## config.mk

```make
export PLATFORM = sky130hd
export DESIGN_NAME = cpu_reg_file
export DESIGN_NICKNAME = d
export VERILOG_FILES = /design/src/rtl/cpu_reg_file.sv
export SDC_FILE = /design/constraint.sdc
export NUM_CORES = 1
export LEC_CHECK = 0
export ABC_AREA = 1
export BUFFER_PORTS_ARGS = -buffer_cell sky130_fd_sc_hd__buf_2
export CORE_MARGIN = 1
export CORE_UTILIZATION = 45
export CTS_CLUSTER_SIZE = 12
export DETAILED_ROUTE_END_ITERATION = 8
export PLACE_DENSITY_LB_ADDON = 0.2
export SLEW_MARGIN = 25
export SYNTH_ARGS = -nofsm -noshare
export SYNTH_HDL_FRONTEND = slang
export SYNTH_SLANG_ARGS = --single-unit
```

## constraint.sdc

```tcl
create_clock -name clk_in -period 2.8 [get_ports clk_in]
set_clock_uncertainty 0.2 [all_clocks]
set_input_delay 0.7 -clock clk_in [delete_from_list [all_inputs] [get_ports clk_in]]
set_output_delay 0.7 -clock clk_in [all_outputs]
set_load 0.01 [all_outputs]
```

## src/rtl/cpu_reg_file.sv

```systemverilog
// ============================================================================
// cpu_reg_file : programmer-visible register file (A/X/Y) with Z/N flag output
// Rev 1.0
// ============================================================================
`default_nettype none

module cpu_reg_file #(
  parameter int                 WIDTH       = 8,
  parameter int                 NUM_REGS    = 3,
  parameter logic [WIDTH-1:0]   RESET_VALUE = '0,
  localparam int                SELW        = $clog2(NUM_REGS)
) (
  input  logic              clk_in,
  input  logic              reset,
  input  logic              op_valid,
  input  logic [2:0]        op_code,
  input  logic [SELW-1:0]   dst_sel,
  input  logic [SELW-1:0]   src_sel,
  input  logic [WIDTH-1:0]  data_bus_in,
  input  logic [SELW-1:0]   rd_sel,
  output logic [WIDTH-1:0]  data_bus_out,
  output logic              flag_z,
  output logic              flag_n,
  output logic              flag_valid,
  output logic              op_error
);

  localparam logic [2:0] c_OP_NOP  = 3'd0;
  localparam logic [2:0] c_OP_LOAD = 3'd1;
  localparam logic [2:0] c_OP_XFER = 3'd2;
  localparam logic [2:0] c_OP_INC  = 3'd3;
  localparam logic [2:0] c_OP_DEC  = 3'd4;
  localparam logic [2:0] c_OP_CLR  = 3'd5;
  localparam logic [2:0] c_OP_TEST = 3'd6;
  localparam logic [2:0] c_OP_RSVD = 3'd7;

  logic [WIDTH-1:0] r_regs [NUM_REGS];

  logic [WIDTH-1:0] w_src_val;
  logic [WIDTH-1:0] w_dst_val;
  logic [WIDTH-1:0] w_rd_val;
  logic             w_src_ok;
  logic             w_dst_ok;
  logic             w_uses_src;
  logic             w_uses_dst;
  logic             w_err;
  logic             w_exec;
  logic             w_write;
  logic [WIDTH-1:0] w_result;

  // Selects are matched by equality so unused encodings decode to nothing.
  always_comb begin
    w_src_val = '0;
    w_dst_val = '0;
    w_rd_val  = '0;
    w_src_ok  = 1'b0;
    w_dst_ok  = 1'b0;
    for (int i = 0; i < NUM_REGS; i++) begin
      if (src_sel == SELW'(i)) begin
        w_src_ok  = 1'b1;
        w_src_val = r_regs[i];
      end
      if (dst_sel == SELW'(i)) begin
        w_dst_ok  = 1'b1;
        w_dst_val = r_regs[i];
      end
      if (rd_sel == SELW'(i)) begin
        w_rd_val = r_regs[i];
      end
    end
  end

  assign data_bus_out = w_rd_val;

  always_comb begin
    w_uses_src = (op_code == c_OP_XFER) || (op_code == c_OP_TEST);
    w_uses_dst = (op_code == c_OP_LOAD) || (op_code == c_OP_XFER) ||
                 (op_code == c_OP_INC)  || (op_code == c_OP_DEC)  ||
                 (op_code == c_OP_CLR);
    w_err   = op_valid && ((op_code == c_OP_RSVD) ||
                           (w_uses_dst && !w_dst_ok) ||
                           (w_uses_src && !w_src_ok));
    w_exec  = op_valid && !w_err && (op_code != c_OP_NOP);
    w_write = w_exec && (op_code != c_OP_TEST);
    case (op_code)
      c_OP_LOAD: w_result = data_bus_in;
      c_OP_XFER: w_result = w_src_val;
      c_OP_INC:  w_result = w_dst_val + WIDTH'(1);
      c_OP_DEC:  w_result = w_dst_val - WIDTH'(1);
      c_OP_TEST: w_result = w_src_val;
      default:   w_result = '0;
    endcase
  end

  always_ff @(posedge clk_in or posedge reset) begin
    if (reset) begin
      for (int i = 0; i < NUM_REGS; i++) begin
        r_regs[i] <= RESET_VALUE;
      end
      flag_z     <= (RESET_VALUE == '0);
      flag_n     <= RESET_VALUE[WIDTH-1];
      flag_valid <= 1'b0;
      op_error   <= 1'b0;
    end else begin
      for (int i = 0; i < NUM_REGS; i++) begin
        if (w_write && (dst_sel == SELW'(i))) begin
          r_regs[i] <= w_result;
        end
      end
      if (w_exec) begin
        flag_z <= (w_result == '0);
        flag_n <= w_result[WIDTH-1];
      end
      flag_valid <= w_exec;
      op_error   <= w_err;
    end
  end

endmodule

`default_nettype wire

```

==> PnR_summary.wiki <==
{| class="wikitable"
! Metric !! Value
|-
| Number of top-level pins || 32
|-
| Core area || 4820 um^2
|-
| Crit path max-delay family || simple AND/OR/NAND/NOR gates
|-
| Overall Global Routing Usage || 26.5%
|-
| # diodes || 0
|-
| Crit end category || register
|-
| RSZ-0062 raised after global routing || true
|-
| Post-route design area || 2990 um^2
|-
| Final setup violating endpoints || 1
|-
| Gate Count Post-Synth || 340
|-
| Root Buffer || sky130_fd_sc_hd__clkbuf_8
|-
| Failing checks || negative setup slack
|-
| Share of synthesized area spent on multiplexers || 0%
|-
| Commonest register cell after synthesis || sky130_fd_sc_hd__dfrtp_1
|-
| Overall die height || 73.6 um
|-
| Arrival time of data at the critical path endpoint || 2.83 ns
|-
| Leakage || 0.00160 uW
|-
| Simple-gate share of the synthesized area || 38.5%
|-
| Clk Latency, worst-skew pair || 0.28 ns
|-
| Setup slack of the most critical reg-to-reg path || 0.25 ns
|-
| Buf/Inv on CP || 4
|-
| Fraction of registers with async set/reset || 100%
|-
| Area grow syn2layout || 29.7%
|-
| Last weighted congestion value of the routability-driven placer || 0.938
|-
| Place WS || -0.488 ns
|-
| Power density cells || 494 nW/um^2
|-
| Worst Setup SP || dst_sel[0]
|-
| Drt wl/cell || 13.8 um
|-
| Unique masters post-synth || 38
|-
| Number of enable-type register cells in the synthesized netlist || 0
|-
| H-Tree Level Count || 1
|-
| Fraction of layout instances using a drive strength above 1 || 33.1%
|-
| Initial Util || 47.8%
|-
| DRC violation total after the first TritonRoute iteration || 219
|-
| Die Width || 73.6 um
|-
| Hold-fix buffers, CTS || 0
|-
| Post-route setup slack || -0.00629 ns
|-
| Initial antenna violation count || 0
|-
| Cell area after synthesis || 2300 um^2
|-
| Total negative setup slack || -0.00629 ns
|-
| Net count of the mapped netlist || 367
|-
| # nets final || 442
|-
| Worst path required time || 2.82 ns
|-
| Number of global-route vias before repair || 2,328
|-
| Total count of max-transition violations in the final report || 0
|-
| Total CTS buffers || 3
|-
| DRC violations left || 0
|-
| Total placed cells including tap cells || 473
|-
| Sum of overflow across all layers after global routing || 0
|-
| Outcome || finished, violations left
|-
| Fraction of synthesized cell area in xor and xnor cells || 0.380%
|-
| Worst-Margin Slew || 0.398 ns
|-
| CTS tree || done
|-
| CTS sink count || 28
|-
| Final Hold Vio Count || 0
|-
| Synthesized-area fraction occupied by ao, oa, aoi and oai cells || 16.0%
|-
| Slowest stage delay, CP || 0.34 ns
|-
| Global-route wire length before repair || 10,900 um
|-
| Cell Chain, Critical Path || buf_6 > buf_4 > nor2_4 > a221oi_2 > ha_1 > buf_6 > nand3_2 > nand2_2 > buf_4 > nor2_2 > nor2_1 > nor2_1 > nand3_1 > nor2_2 > nand3_1 > o21bai_2
|-
| Std cell rows || 25
|-
| Detailed Routing Iterations Pass 1 || 5
|-
| Final Non-Filler Cells || 481
|-
| Worst Hold Class || primary input to async pin
|-
| Die area || 5410 um^2
|-
| DPL Wire Length || 5090 um
|-
| Sequential-to-total area share from yosys stat || 30.5%
|-
| Maximum clock insertion buffer count || 2
|-
| Total of warnings raised by yosys || 0
|-
| Slowest CP cell || sky130_fd_sc_hd__a221oi_2
|-
| Final period utilization || 100%
|-
| Worst Path Max Fanout || 6
|-
| Number of nets still failing antenna checks after routing || 0
|-
| Min Tclk post-route || 2.81 ns
|-
| Dominant combinational cell family by area after synthesis || simple AND/OR/NAND/NOR gates
|-
| Mapped Avg Cell Area || 6.78 um^2
|-
| Total number of vias || 2,494
|-
| Filler Cells Inserted || 472
|-
| Fraction of the mapped netlist area in adder cells || 4.13%
|-
| Reg-to-reg startpoint || r_regs[19]
|-
| RR Endpoint || flag_z
|-
| CP Launch Type || primary input
|-
| Worst-case reg-to-reg path depth || 14
|-
| Total Power Consumption || 1480 uW
|-
| Post-Place Cell Area || 2800 um^2
|-
| Number of maximum-capacitance violations || 0
|-
| Clock transition at the registers of the reported paths || 0.10 ns
|-
| Number of port buffers || 31
|-
| Worst slew margin || 73.4%
|-
| Peak supply drop || 229 uV
|-
| Fmax || 356 MHz
|-
| Pin count of the biggest net entering global routing || 29
|-
| Number of storage elements in the synthesis netlist || 28
|-
| Type of the setup path with the least slack || primary input to register
|-
| Total wirelength of the detailed-routed design || 6650 um
|-
| Avg Vias per Cell || 5.19
|}
[cells in the mapped netlist, types with 2 or more instances]
library cell / n / area, um^2
sky130_fd_sc_hd__inv_1: 48 / 180
sky130_fd_sc_hd__nor2_4: 3 / 33.8
sky130_fd_sc_hd__a221oi_1: 3 / 26.3
sky130_fd_sc_hd__buf_4: 2 / 15.0
sky130_fd_sc_hd__nand2_1: 119 / 447
sky130_fd_sc_hd__o21ai_1: 6 / 30.0
sky130_fd_sc_hd__nor2_1: 19 / 71.3
sky130_fd_sc_hd__o21ai_2: 11 / 96.3
sky130_fd_sc_hd__a21oi_1: 11 / 55.1
sky130_fd_sc_hd__nand2_2: 8 / 50.1
sky130_fd_sc_hd__nand4_1: 2 / 12.5
sky130_fd_sc_hd__nand3_1: 34 / 170
sky130_fd_sc_hd__ha_1: 6 / 75.1
sky130_fd_sc_hd__o21ai_0: 7 / 35.0
sky130_fd_sc_hd__a22oi_1: 3 / 22.5
sky130_fd_sc_hd__o211ai_1: 4 / 30.0
sky130_fd_sc_hd__nor2_2: 2 / 12.5
sky130_fd_sc_hd__nor2_8: 2 / 40.0
sky130_fd_sc_hd__a31oi_1: 2 / 12.5
sky130_fd_sc_hd__dfrtp_1: 27 / 676
sky130_fd_sc_hd__inv_2: 4 / 15.0
[worst max-delay path by stage]
stage	endpoint	slack, ns	cells past startpoint
after floorplan	flag_z	0.04	16
after global placement	flag_z	-0.38	18
after detailed placement	flag_z	-0.49	18
after CTS	flag_z	-0.001	16
after global routing	flag_z	-0.09	19
final	flag_z	-0.006	16
[kinds of logic (layout without fill, tap and decap cells)]
group | Yosys count | in the layout
simple gates | 194 | 194
buf+inv | 57 | 131
compound gates | 53 | 53
flops | 28 | 28
fa+ha+maj | 7 | 7
xor+xnor | 1 | 1
[state kept, by name (all words and copies together), names as in the netlist]
| name | count |
|---|---|
| r_regs | 24 |
| flag_valid | 1 |
| flag_z | 1 |
| flag_n | 1 |
| op_error | 1 |
[metrics by stage]
step | hold slack [ns] | util, %
6_report | 0.253 | 62.1
5_1_grt | 0.305 | 62.1
4_1_cts | 0.277 | 59.6
3_5_place_dp | 0.332 | 58.0
3_3_place_gp | 0.330 | 58.0
2_1_floorplan | 0.285 | -
[area by class of cell]
| type | count | area (um^2) | area share, % |
|---|---|---|---|
| clock buffers | 4 | 55.1 | 1.84 |
| multi-input cells | 255 | 1440 | 48.1 |
| well taps | 67 | 83.8 | 2.80 |
| inverters | 53 | 206 | 6.91 |
| repair buffers | 74 | 505 | 16.9 |
| flip-flops and latches | 28 | 702 | 23.5 |
[what timing repair did]
item,in CTS,in global routing
setup endpoints to repair,3,14
buffers inserted,1,3
resized for setup,3,30
pin swaps,2,15
[cell usage in the layout, fill, tap and decap left out, drive strengths merged]
cell	count
o21ai	25
buf	74
o21bai	1
nand3	35
fa	1
inv	53
a22oi	3
a31oi	2
or2	1
a21boi	1
o211ai	4
o221ai	1
nand2	128
a221oi	3
nand4	3
nor3	1
nor2	26
dfstp	1
clkbuf	4
a21oi	12
ha	6
xnor2	1
dfrtp	27
a32oi	1
[report_power, final]
group / switching [uW] / internal [uW] / total, uW
clock: 129 / 126 / 255
combinational: 363 / 269 / 631
sequential: 88.4 / 501 / 590
[worst min-delay path: stages]
cell	delay, ns
sky130_fd_sc_hd__buf_2	0.09
sky130_fd_sc_hd__inv_1	0.04
sky130_fd_sc_hd__buf_4	0.31
[layer usage]
metal / up-vias / routed length (um) / global-route usage, % / share of wire (%)
met3: 10 / 430 / 1.78 / 6.5
met4: 0 / 125 / 9.19 / 1.9
li1: 1248 / - / - / -
met2: 93 / 3110 / 42.9 / 47
met1: 1143 / 2990 / 37.4 / 45
met5: - / 0 / 0 / 0
(Power assumes the default switching activity.)
